===== src/rtl/alarm_kontrol.sv =====
// alarm_kontrol: turns the upstream per-sample alarm flag into an operator alarm.
// An event is confirmed after ONAY_SAYISI consecutive highs. While ringing, the
// siren blinks and the LED stays on. A timed silence can be requested. The alarm
// clears only after TEMIZ_SAYISI consecutive lows. The block also tracks the peak
// average temperature of each event and counts confirmed events, saturating at 255.
module alarm_kontrol #(
    parameter int W               = 7,
    parameter int ONAY_SAYISI     = 3,
    parameter int TEMIZ_SAYISI    = 4,
    parameter int YANIP_SONME     = 2,
    parameter int SUSTURMA_SURESI = 8
) (
    input  logic         saat,
    input  logic         reset,
    input  logic         alarm_cal,
    input  logic [W-1:0] ortalama_sicaklik,
    input  logic         susturma,
    output logic         siren,
    output logic         led,
    output logic [1:0]   durum,
    output logic [W-1:0] tepe_sicaklik,
    output logic [7:0]   olay_sayaci
);

    typedef enum logic [1:0] {
        BEKLE   = 2'b00,
        DOGRULA = 2'b01,
        CALIYOR = 2'b10,
        SUSTUR  = 2'b11
    } durum_t;

    localparam logic [3:0] ONAY_SON  = 4'(ONAY_SAYISI - 1);
    localparam logic [3:0] TEMIZ_SON = 4'(TEMIZ_SAYISI - 1);
    localparam logic [3:0] FAZ_SON   = 4'(YANIP_SONME - 1);
    localparam logic [7:0] SUS_SON   = 8'(SUSTURMA_SURESI - 1);

    durum_t     durum_r;
    logic [3:0] onay_sayac;
    logic [3:0] temiz_sayac;
    logic [3:0] faz;
    logic [7:0] sus_sayac;

    logic       temizlendi;

    // The TEMIZ_SAYISI-th consecutive low is being sampled on this edge.
    always_comb begin
        temizlendi = 1'b0;
        if (!alarm_cal && (temiz_sayac == TEMIZ_SON)) begin
            temizlendi = 1'b1;
        end
    end

    assign durum = durum_r;

    // Alarm state machine. All outputs and internal counters are registered here.
    always_ff @(posedge saat) begin
        if (reset) begin
            durum_r       <= BEKLE;
            siren         <= 1'b0;
            led           <= 1'b0;
            tepe_sicaklik <= '0;
            olay_sayaci   <= '0;
            onay_sayac    <= '0;
            temiz_sayac   <= '0;
            faz           <= '0;
            sus_sayac     <= '0;
        end else begin
            case (durum_r)
                BEKLE: begin
                    siren <= 1'b0;
                    led   <= 1'b0;
                    if (alarm_cal) begin
                        durum_r    <= DOGRULA;
                        onay_sayac <= 4'd1;
                    end
                end

                DOGRULA: begin
                    siren <= 1'b0;
                    led   <= 1'b0;
                    if (!alarm_cal) begin
                        durum_r    <= BEKLE;
                        onay_sayac <= '0;
                    end else if (onay_sayac == ONAY_SON) begin
                        durum_r       <= CALIYOR;
                        onay_sayac    <= '0;
                        tepe_sicaklik <= ortalama_sicaklik;
                        siren         <= 1'b1;
                        led           <= 1'b1;
                        faz           <= '0;
                        temiz_sayac   <= '0;
                        if (olay_sayaci != 8'hFF) begin
                            olay_sayaci <= olay_sayaci + 8'd1;
                        end
                    end else begin
                        onay_sayac <= onay_sayac + 4'd1;
                    end
                end

                CALIYOR: begin
                    led <= 1'b1;
                    if (ortalama_sicaklik > tepe_sicaklik) begin
                        tepe_sicaklik <= ortalama_sicaklik;
                    end
                    temiz_sayac <= alarm_cal ? 4'd0 : temiz_sayac + 4'd1;
                    if (susturma) begin
                        durum_r   <= SUSTUR;
                        siren     <= 1'b0;
                        sus_sayac <= '0;
                    end else if (temizlendi) begin
                        durum_r     <= BEKLE;
                        siren       <= 1'b0;
                        led         <= 1'b0;
                        temiz_sayac <= '0;
                    end else if (faz == FAZ_SON) begin
                        faz   <= '0;
                        siren <= ~siren;
                    end else begin
                        faz <= faz + 4'd1;
                    end
                end

                SUSTUR: begin
                    siren <= 1'b0;
                    led   <= 1'b1;
                    if (ortalama_sicaklik > tepe_sicaklik) begin
                        tepe_sicaklik <= ortalama_sicaklik;
                    end
                    temiz_sayac <= alarm_cal ? 4'd0 : temiz_sayac + 4'd1;
                    if (temizlendi) begin
                        durum_r     <= BEKLE;
                        led         <= 1'b0;
                        temiz_sayac <= '0;
                    end else if (susturma) begin
                        sus_sayac <= '0;
                    end else if (sus_sayac == SUS_SON) begin
                        // Re-ring of the same event: peak and event count are kept.
                        durum_r <= CALIYOR;
                        siren   <= 1'b1;
                        faz     <= '0;
                    end else begin
                        sus_sayac <= sus_sayac + 8'd1;
                    end
                end

                default: begin
                    durum_r <= BEKLE;
                    siren   <= 1'b0;
                    led     <= 1'b0;
                end
            endcase
        end
    end

endmodule


===== config.mk =====
export PLATFORM = sky130hd
export DESIGN_NAME = alarm_kontrol
export DESIGN_NICKNAME = d
export VERILOG_FILES = /design/src/rtl/alarm_kontrol.sv
export SDC_FILE = /design/constraint.sdc
export NUM_CORES = 1
export LEC_CHECK = 0
export CAP_MARGIN = 10
export CELL_PAD_IN_SITES_DETAIL_PLACEMENT = 1
export CELL_PAD_IN_SITES_GLOBAL_PLACEMENT = 1
export CORE_MARGIN = 2
export CORE_UTILIZATION = 40
export DETAILED_ROUTE_END_ITERATION = 8
export PLACE_DENSITY = 0.86
export SLEW_MARGIN = 10
export SYNTH_ARGS = -nofsm -noshare
export SYNTH_HDL_FRONTEND = slang
export SYNTH_SLANG_ARGS = --single-unit
export TNS_END_PERCENT = 1

===== constraint.sdc =====
create_clock -name saat -period 3.5 [get_ports saat]
set_clock_uncertainty 0.2 [all_clocks]
set_input_delay 1.05 -clock saat [delete_from_list [all_inputs] [get_ports saat]]
set_output_delay 1.05 -clock saat [all_outputs]
set_load 0.005 [all_outputs]

---- Word-level counts from Yosys, hierarchy flattened ----
Index checks and enable logic that the tools add are counted.
word-level totals
  register bits ........................... 39
  bits of input ports ..................... 11
  output and inout port bits .............. 19
  word-level logic and storage cells ...... 103
cells by class
  add/sub/neg operators ................... 5
  order comparisons ....................... 1
  eq/ne operators ......................... 24
  multiplexer cells ....................... 48
  bitwise gates (word level) .............. 1
  reductions and logical operators ........ 15
operators with widths
  cell                                                                   count
  4-bit two-way mux                                                      14
  8-bit two-way mux                                                      4
  4-bit case mux with 3 select lines                                     2
  7-bit two-way mux                                                      3
  2-bit inequality test, second input constant                           9
  8-bit by 1-bit adder with 8-bit output, second input constant          2
  2-bit two-way mux                                                      8
  8-bit case mux with 2 select lines                                     1
  3-bit inequality test, second input constant                           5
  7-bit case mux with 2 select lines                                     1
  4-bit by 1-bit adder with 4-bit output, second input constant          3
  4-bit AND reduction                                                    3
  1-bit two-way mux                                                      11
  4-bit by 2-bit equality test with 1-bit output, second input constant  2
  8-bit by 3-bit equality test with 1-bit output, second input constant  1
  8-bit inequality test, second input constant                           1
  1-bit case mux with 4 select lines                                     2
  2-bit case mux with 4 select lines                                     1
  4-bit case mux with 2 select lines                                     1
  8-bit AND reduction                                                    1
  7-bit > comparator                                                     1
  2-bit nonzero test                                                     3
  5-bit AND reduction                                                    1
  2-bit equality test, second input constant                             2
  12 further kinds                                                       12

---- Depth between registers and ports, before layout ----
Gate-level depths: netlist (run 1).
  depth in word-level cells ............... 6
  mapped depth ............................ 8
  gate-level depth less buffers ........... 7

---- Least setup slack after synthesis (run 1) ----
No wires, ideal clock.
  kind .................................... input port to flip-flop
  from .................................... input port ortalama_sicaklik[4]
  to ...................................... register tepe_sicaklik[6]
  library setup time ...................... 0.128 ns
  arrival time ............................ 2.471 ns
  required time ........................... 3.172 ns
  path slack .............................. 0.702 ns
  cell stages on the path ................. 6
  path buffers ............................ 0
  cell sequence ........................... ha_1 -> a21oi_1 -> o2111ai_1 -> o221ai_1 -> mux2i_1 -> nor2_1
between the ends
  word-level cells in the longest chain between the ends .. 3
ends and longest elaborated chain
  item                                                        line      text
  start, declared                                             16        input logic [W-1:0] ortalama_sicaklik,
  7-bit > comparator                                          102, 126
  2-bit by 1-bit inequality test with 1-bit output (no line)  n/a
  4-bit AND reduction (no line)                               n/a
  end signal, assigned                                        87        tepe_sicaklik <= ortalama_sicaklik;
  end signal, assigned                                        103       tepe_sicaklik <= ortalama_sicaklik;
  end signal, assigned                                        127       tepe_sicaklik <= ortalama_sicaklik;
  end, declared                                               21        output logic [W-1:0] tepe_sicaklik,
No other way between the ends.
A chain may end at the register's enable or synchronous reset.

---- Worst setup path after layout (run 1) ----
  from .................................... input port alarm_cal
  to ...................................... register olay_sayaci[5]
between the ends
  word-level cells in the longest chain between the ends .. 1
ends and longest elaborated chain
  item                           line  text
  start, declared                15    input logic alarm_cal,
  4-bit AND reduction (no line)  n/a
  end signal, assigned           93    olay_sayaci <= olay_sayaci + 8'd1;
  end, declared                  22    output logic [7:0] olay_sayaci
No other way between the ends.

==> flow_summary_export.csv, run 1 <==
group,metric,value,unit
detailed_routing,drt_first_pass_iters,4,
yosys,syn_area,2091,sq um
final_layout,final_cell_mix,"dfxtp_1 (39), nor2_1 (31), clkdlybuf4s50_1 (29), a21oi_1 (25)",
power_and_ir_drop,power,0.8676,mW
sta,hold_viol,0,
yosys,synth_xor_xnor_area_share,0.02932,
critical_path,worstSetupStartpointType,"input port",
yosys,synth_top_family_by_area,"simple AND/OR/NAND/NOR gates",
sta,max_freq,328.2,MHz
hold_path,min_path_cells,2,
yosys,synth-simple-area-share,0.2519,
die,num_rows,26,
grt,antenna_found_initial,0,
clock_tree,cts_sinks,39,
hold_path,hold_path.class,"reg -> reg",
die,die_w,76.30,microns
final_layout,syn_to_final_growth,22.62,%
sta,period_share,0.8706,
critical_path,r2r_cells,7,
detailed_routing,wire_per_inst,13.64,microns
yosys,synth_cell_types,48,
detailed_routing,totalWireLength,4.759,mm
yosys,synth_edf_count,0,
die,die_h,76.30,microns
yosys,seq_area_frac_synth,0.3734,
final_layout,layout_commonest_cell,"dfxtp_1",
clock_tree,cts_tree,"built",
sta,tns,0,ns
clock_tree,clock_path_buffers,2,
yosys,synthMuxAreaShare,0.04309,
yosys,syn_inst,247,
critical_path,cp-end-kind,"register",
sta,rsz0062_at_grt,"no",
detailed_routing,drc,0,
detailed_routing,ant_nets,0,
placed_design,port_buffers,29,
detailed_routing,num_vias,1903,
grt,grt_pass1_wl,8.562,mm
yosys,ys.flop_type,"dfxtp_1",
sta,worst_pin_slew,0.7260,ns
yosys,syn_area_per_cell,8.465,sq um
sta,fin_crit,3.047,ns
sta,fin_hold_ws,0.2994,ns
flow_run,drv_cap,0,
die,fp.coreArea,5075,sq um
grt,overflow,0,
critical_path,arrival,3.03,ns
grt,grt_pass1_vias,1945,
grt,grt_max_degree,20,
die,dieArea,5821,sq um
clock_tree,cts.clk_slew.worst_paths,0.08,ns
yosys,ys_ff_latch,39,
placed_design,dp_hpwl,3.514,mm
clock_tree,ctsResizeCount,0,
final_layout,fin_nets,304,
critical_path,worst-setup-path-type,"in -> reg",
clock_tree,clk_latency,0.29,ns
power_and_ir_drop,cellPowerDensity,338.4,nW/um^2
sta,setup_viol,0,
die,io_pins,30,
sta,finalMaxSlewViolations,0,
clock_tree,numCtsBuffers,5,
sta,final.setup.worst_slack,0.4531,ns
critical_path,cp_max_fo,9,
placed_design,gp_congestion,0.7717,
clock_tree,postCtsSetupBuffers,0,
yosys,synth_compound_area_frac,0.1735,
critical_path,cp_data_required_time,3.48,ns
yosys,yosys_warnings,0,
clock_tree,h-tree-depth,2,
yosys,async_reset_ff_frac,0,
final_layout,antenna_cells,0,
detailed_routing,viasPerCell,5.453,
clock_tree,root_buffer,"clkbuf_8",
final_layout,fin_util,0.5052,
power_and_ir_drop,ir_drop,0.0002164,V
sta,timing.slew.headroom,0.5109,
outcome,status,"finished, final reports clean",
yosys,synthAdderAreaFrac,0.08378,
final_layout,drive_gt1_frac,0.06810,
power_and_ir_drop,power.leakage,0.9053,nW
clock_tree,cts_hold_buf,0,
yosys,synth_fp_nets,272,
detailed_routing,drt_iter0_drc,47,
die,initial_core_util,0.4120,
grt,grtUsageTotal,0.1756,
placed_design,dpl_worst_slack,0.2178,ns
power breakdown:
| group | total, mW | internal (mW) | switching, mW |
|---|---|---|---|
| combinational | 0.0514 | 0.0243 | 0.0271 |
| clock | 0.365 | 0.209 | 0.156 |
| sequential | 0.452 | 0.446 | 0.00582 |
flip-flops by register name (all words and copies together), names as in the netlist:
register       count
faz                4
siren              1
durum              2
led                1
tepe_sicaklik      7
olay_sayaci        8
sus_sayac          8
onay_sayac         4
temiz_sayac        4
worst max-delay path: stages:
cell and delay [ns]:
clkdlybuf4s50_1 0.60, nand2_1 0.13, or3_1 0.51, a2111oi_1 0.50, xnor2_1 0.18, nor2_1 0.05
final timing paths:
| check | startpoint | endpoint | slack [ns] |
|---|---|---|---|
| setup / recovery | alarm_cal | olay_sayaci[5]$_SDFFE_PP0P_ | 0.45 |
| setup reg to reg | onay_sayac[0]$_SDFFE_PP0P_ | olay_sayaci[5]$_SDFFE_PP0P_ | 0.95 |
| hold / removal | faz[1]$_SDFFE_PP0P_ | faz[1]$_SDFFE_PP0P_ | 0.30 |
| hold reg to reg | faz[1]$_SDFFE_PP0P_ | faz[1]$_SDFFE_PP0P_ | 0.30 |
through the flow:
stage,cells,instance area [sq um]
after floorplan,247,2091
after global placement,342,2461
after detailed placement,342,2461
after CTS,349,2564
after global routing,349,2564
final,349,2564
cell usage after synthesis, types with 3 or more instances:
library cell / number / area share
dfxtp_1: 39 / 0.37
nor2_1: 31 / 0.056
a21oi_1: 25 / 0.060
ha_1: 14 / 0.084
inv_1: 14 / 0.025
nand2_1: 14 / 0.025
nand3_1: 10 / 0.024
mux2i_1: 9 / 0.043
or3_1: 9 / 0.027
o21ai_1: 8 / 0.019
o21ai_0: 7 / 0.017
xnor2_1: 6 / 0.025
clkbuf_1: 5 / 0.0090
nand4_1: 4 / 0.012
nor3_1: 4 / 0.0096
nor4b_1: 3 / 0.013
or2_2: 3 / 0.0090
or4_1: 3 / 0.011
area by class of cell:
type / count / area (sq um)
fill: 632 / 2511
multi-input combinational: 185 / 1216
sequential: 39 / 780.7
timing repair buffer: 33 / 320.3
tap: 70 / 87.58
clock buffer: 6 / 72.57
inverter: 15 / 56.30
clock inverter: 1 / 30.03
logic make-up (layout without fill, tap and decap cells):
group | after synthesis | in the layout
DFF | 39 | 39
xor gates and xnor gates | 7 | 7
AOI/OAI and AO/OA | 57 | 57
muxes | 9 | 9
and+or+nand+nor | 98 | 98
buffers and inverters | 23 | 55
adders and majority gates | 14 | 14
per-layer routing:
layer,track usage,wire [microns],vias up
li1,-,-,955
met1,0.2122,2189,913
met2,0.3097,2358,27
met3,0.03081,133,8
met4,0.06727,78,0
met5,0,0,-
No activity file was read; power rests on OpenSTA's default activity.
==> run 2: changes to the inputs <==
- CORE_MARGIN: 2 -> 4
==> run 2 against run 1 <==
Clock-buffer cell count is 1 higher. First-iteration DRC count unchanged. Worst hold slack about the same. Sequential cell count did not move. Cell count increased by 0.57%. Via count fell by 0.58%. Non-clock buffer count up 1. Sequential power is essentially flat. Register-to-register slack worse by 0.03 ns. Critical path depth unchanged. Die area increased by 11%. Clock power decreased by 6.8%. Critical endpoint is now olay_sayaci[4]$_SDFFE_PP0P_. Largest cell class unchanged. Largest power group unchanged.
==> flow_summary_export.csv, run 2 (synthesis gave the netlist of run 1 again) <==
group,metric,value,unit
detailed_routing,num_vias,1892,
critical_path,arrival,2.95,ns
sta,rsz0062_at_grt,"no",
sta,timing.slew.headroom,0.5595,
sta,hold_viol,0,
sta,fin_crit,2.965,ns
final_layout,layout_commonest_cell,"dfxtp_1",
final_layout,antenna_cells,0,
final_layout,multi_input_area,1216,sq um
final_layout,fin_nets,305,
clock_tree,cts_sinks,39,
final_layout,num-fill-cells,634,
final_layout,seqCellArea,780.7,sq um
detailed_routing,drt_iter0_drc,47,
die,initial_core_util,0.4120,
clock_tree,cts_tree,"built",
die,die_w,80.30,microns
sta,tns,0,ns
flow_run,drv_cap,0,
die,die_h,80.30,microns
power_and_ir_drop,cellPowerDensity,327.8,nW/um^2
clock_tree,clock_path_buffers,2,
grt,grt_pass1_vias,2061,
die,io_pins,30,
final_layout,syn_to_final_growth,23.04,%
critical_path,crit_path_end,"olay_sayaci[4]$_SDFFE_PP0P_",
placed_design,gp_congestion,0.8094,
clock_tree,numCtsBuffers,5,
hold_path,hold_path.class,"reg -> reg",
sta,worst_pin_slew,0.6539,ns
hold_path,min_from,"onay_sayac[3]$_SDFFE_PP0P_",
power_and_ir_drop,ir_drop,0.0001569,V
critical_path,cp_max_fo,9,
critical_path,cp-end-kind,"register",
critical_path,regToRegSetupSlack,0.92,ns
die,fp.coreArea,5075,sq um
clock_tree,ctsResizeCount,0,
clock_tree,root_buffer,"clkbuf_8",
outcome,status,"finished, final reports clean",
grt,grtUsageTotal,0.1793,
grt,grt_max_degree,18,
critical_path,worstSetupStartpointType,"input port",
sta,final.setup.worst_slack,0.5348,ns
detailed_routing,drt_first_pass_iters,4,
clock_tree,cts_hold_buf,0,
critical_path,worst-setup-path-type,"in -> reg",
clock_tree,clk_latency,0.29,ns
die,num_rows,26,
detailed_routing,totalWireLength,5.136,mm
grt,overflow,0,
critical_path,cp_data_required_time,3.48,ns
final_layout,final_cell_mix,"dfxtp_1 (39), nor2_1 (31), clkdlybuf4s50_1 (29), a21oi_1 (25)",
critical_path,timing.rr.end,"sus_sayac[6]$_SDFFE_PP0P_",
placed_design,port_buffers,29,
detailed_routing,wire_per_inst,14.63,microns
clock_tree,cts.clk_slew.worst_paths,0.08,ns
critical_path,r2r_cells,6,
detailed_routing,drc,0,
sta,finalMaxSlewViolations,0,
clock_tree,h-tree-depth,2,
sta,setup_viol,0,
power_and_ir_drop,power.leakage,0.9087,nW
final_layout,top_regs,"olay_sayaci x8, sus_sayac x8, tepe_sicaklik x7",
critical_path,reg2reg_from,"durum[1]$_SDFFE_PP0P_",
detailed_routing,ant_nets,0,
detailed_routing,viasPerCell,5.390,
clock_tree,postCtsSetupBuffers,0,
placed_design,dp_hpwl,3.877,mm
placed_design,dpl_worst_slack,0.2319,ns
die,dieArea,6447,sq um
grt,grt_pass1_wl,9.218,mm
critical_path,crit_path_start,"alarm_cal",
final_layout,drive_gt1_frac,0.07829,
sta,max_freq,337.2,MHz
sta,period_share,0.8472,
grt,antenna_found_initial,0,
==> run 2: how the worst min path moves through the flow <==
stage	to	slack [ns]	cells past startpoint
6_report	onay_sayac[3]$_SDFFE_PP0P_	0.30	2
5_1_grt	faz[3]$_SDFFE_PP0P_	0.33	2
4_1_cts	onay_sayac[3]$_SDFFE_PP0P_	0.30	2
3_5_place_dp	onay_sayac[3]$_SDFFE_PP0P_	0.29	2
3_3_place_gp	onay_sayac[3]$_SDFFE_PP0P_	0.27	2
2_1_floorplan	onay_sayac[3]$_SDFFE_PP0P_	0.25	2
==> run 2: layout make-up <==
| class | instances | area share |
|---|---|---|
| clock inverter | 1 | 0.002918 |
| tap | 70 | 0.03405 |
| clock buffer | 7 | 0.03745 |
| multi-input combinational | 185 | 0.4728 |
| sequential | 39 | 0.3035 |
| timing repair buffer | 34 | 0.1274 |
| inverter | 15 | 0.02189 |
==> run 2: routing by layer <==
layer,track usage,vias to the layer above,routed length (microns)
li1,-,953,-
met1,0.2015,904,2218
met2,0.3311,27,2685
met3,0.03812,8,149
met4,0.06081,0,82
met5,0,-,0
==> run 2: report_power, final <==
part           switching [mW]  internal, mW  total [mW]
Combinational          0.0271        0.0243      0.0514
Sequential            0.00581         0.446       0.452
Clock                   0.161         0.179       0.340
Total                   0.194         0.649       0.843
==> run 2: metrics by stage <==
stage | instances | power (mW) | hold slack, ns | area [sq um] | util
finish | 351 | 0.8432 | 0.2990 | 2572 | 0.5069
global route | 351 | 0.8856 | 0.3251 | 2572 | 0.5069
global placement | 343 | 0.5118 | 0.2685 | 2469 | 0.4864
floorplan | 247 | 0.4869 | 0.2541 | 2091 | -
detailed placement | 343 | 0.5141 | 0.2888 | 2469 | 0.4864
CTS | 351 | 0.8580 | 0.3015 | 2572 | 0.5069
==> run 2: critical path, cell delays in order <==
cell	delay [ns]
clkdlybuf4s50_1	0.61
nand2_1	0.12
or3_1	0.50
nor4b_1	0.44
xnor2_1	0.17
nor2_1	0.05
==> run 3: changes to the inputs <==
- clock period: 3.5 -> 2.9 ns (I/O delays scaled with it)
==> run 3 against run 2 <==
Design area grew 4.1%. Routed wire length grew 3.1%. Sequential power grew 20%. Combinational power grew 47%. Global-route usage grew 0.12 points. Clock-buffer cell count shrank 2. Critical path type unchanged.
==> flow_summary_export.csv, run 3 (synthesis gave the netlist of run 1 again) <==
group,metric,value,unit
clock_tree,clock_path_buffers,2,
placed_design,port_buffers,29,
sta,tns,0,ns
critical_path,regToRegSetupSlack,0.42,ns
power_and_ir_drop,power.leakage,0.9825,nW
critical_path,timing.rr.end,"olay_sayaci[5]$_SDFFE_PP0P_",
critical_path,r2r_cells,7,
critical_path,worstSetupStartpointType,"input port",
die,dieArea,6447,sq um
sta,timing.slew.headroom,0.6908,
detailed_routing,drt_first_pass_iters,4,
final_layout,antenna_cells,0,
detailed_routing,num_vias,1931,
critical_path,worst-setup-path-type,"in -> reg",
grt,grt_pass1_wl,9.218,mm
detailed_routing,wl_met3,169,microns
detailed_routing,wire_per_inst,14.47,microns
placed_design,dpl_worst_slack,-0.1063,ns
flow_run,drv_cap,0,
critical_path,reg2reg_from,"onay_sayac[0]$_SDFFE_PP0P_",
final_layout,fin_nets,320,
critical_path,cp_data_required_time,2.89,ns
clock_tree,numCtsBuffers,5,
detailed_routing,drt-met1-wl,2.406,mm
clock_tree,ctsResizeCount,0,
critical_path,crit_path_start,"alarm_cal",
critical_path,crit_path_end,"olay_sayaci[5]$_SDFFE_PP0P_",
sta,setup_viol,0,
power_and_ir_drop,power,0.9727,mW
sta,finalMaxSlewViolations,0,
grt,grtUsageTotal,0.1805,
die,num_rows,26,
die,io_pins,30,
power_and_ir_drop,ir_drop,0.0002061,V
final_layout,layout_commonest_cell,"dfxtp_1",
clock_tree,root_buffer,"clkbuf_8",
final_layout,drive_gt1_frac,0.1250,
placed_design,gp_congestion,0.8184,
clock_tree,postCtsSetupBuffers,0,
final_layout,final_cell_mix,"dfxtp_1 (39), nor2_1 (31), clkdlybuf4s50_1 (29), a21oi_1 (25), buf_4 (19)",
outcome,status,"finished, final reports clean",
die,initial_core_util,0.4120,
clock_tree,cts_tree,"built",
placed_design,dp_hpwl,4.138,mm
sta,hold_viol,0,
sta,worst_pin_slew,0.4638,ns
detailed_routing,met2_length,2.675,mm
sta,fin_crit,2.684,ns
detailed_routing,totalWireLength,5.295,mm
grt,antenna_found_initial,0,
sta,max_freq,372.6,MHz
final_layout,final_area,2678,sq um
critical_path,cp-end-kind,"register",
detailed_routing,top_layer,"met4",
critical_path,arrival,2.67,ns
sta,final.setup.worst_slack,0.2164,ns
detailed_routing,drt_iter0_drc,67,
clock_tree,cts_hold_buf,0,
power_and_ir_drop,cellPowerDensity,363.3,nW/um^2
clock_tree,h-tree-depth,2,
clock_tree,cts_sinks,39,
detailed_routing,viasPerCell,5.276,
final_layout,syn_to_final_growth,28.07,%
placed_design,placed_cell_area,2594,sq um
die,die_w,80.30,microns
critical_path,max_stage_delay,0.54,ns
grt,overflow,0,
hold_path,hold_path.class,"reg -> reg",
die,die_h,80.30,microns
final_layout,num-fill-cells,630,
grt,grt_pass1_vias,2057,
grt,grt_max_degree,14,
clock_tree,clk_latency,0.29,ns
clock_tree,cts.clk_slew.worst_paths,0.08,ns
critical_path,critPathSlowestCell,"clkdlybuf4s50_1",
die,fp.coreArea,5075,sq um
detailed_routing,ant_nets,0,
sta,period_share,0.9254,
critical_path,path_cells,"clkdlybuf4s50_1, nand2_1, or3_1, a2111oi_1, xnor2_1, nor2_1",
sta,rsz0062_at_grt,"no",
critical_path,cp_max_fo,8,
detailed_routing,drc,0,
final_layout,top_regs,"olay_sayaci x8, sus_sayac x8, tepe_sicaklik x7",
==> run 3: cell count changes in the layout (fill, tap and decap cells not counted) <==
cell	before	now
buf_12	0	1
buf_4	5	19
clkbuf_8	7	5
clkinv_2	0	3
clkinvlp_4	1	0
==> run 3: critical path: cells and delay by family <==
kind,cells,cell delay [ns]
xor+xnor,1,0.17
simple gates,3,0.63
buf+inv,1,0.54
compound gates,1,0.46
==> run 3: worst min path at each step <==
stage	cells after the start	start	endpoint	slack, ns
3_3_place_gp	2	onay_sayac[3]$_SDFFE_PP0P_	onay_sayac[3]$_SDFFE_PP0P_	0.27
2_1_floorplan	2	onay_sayac[3]$_SDFFE_PP0P_	onay_sayac[3]$_SDFFE_PP0P_	0.25
4_1_cts	2	faz[1]$_SDFFE_PP0P_	faz[1]$_SDFFE_PP0P_	0.30
6_report	2	faz[1]$_SDFFE_PP0P_	faz[1]$_SDFFE_PP0P_	0.30
3_5_place_dp	2	onay_sayac[3]$_SDFFE_PP0P_	onay_sayac[3]$_SDFFE_PP0P_	0.29
5_1_grt	2	faz[3]$_SDFFE_PP0P_	faz[3]$_SDFFE_PP0P_	0.34
==> run 3: metrics by stage <==
step | util | cells | hold slack, ns
after floorplan | - | 247 | 0.2541
after global placement | 0.5111 | 358 | 0.2703
after detailed placement | 0.5111 | 358 | 0.2934
after CTS | 0.5276 | 366 | 0.3044
after global routing | 0.5276 | 366 | 0.3358
final | 0.5276 | 366 | 0.2965
==> run 3: power by group <==
| group | internal [mW] | switching, mW | leakage, nW |
|---|---|---|---|
| sequential | 0.538 | 0.00424 | 0.315 |
| combinational | 0.0373 | 0.0382 | 0.620 |
| clock | 0.165 | 0.190 | 0.0477 |
==> run 3: final cells by class <==
class / instances / area [sq um] / share of cell area
tap: 70 / 87.58 / 0.03271
clock inverter: 3 / 15.01 / 0.005607
multi-input combinational: 185 / 1216 / 0.4542
inverter: 15 / 56.30 / 0.02103
sequential: 39 / 780.7 / 0.2916
clock buffer: 5 / 68.82 / 0.02570
timing repair buffer: 49 / 452.9 / 0.1692
==> run 3: layer usage <==
layer | global-route usage | vias to the layer above
met3 | 0.04709 | 6
li1 | - | 986
met5 | 0 | -
met1 | 0.2085 | 909
met2 | 0.3311 | 30
met4 | 0.03885 | 0
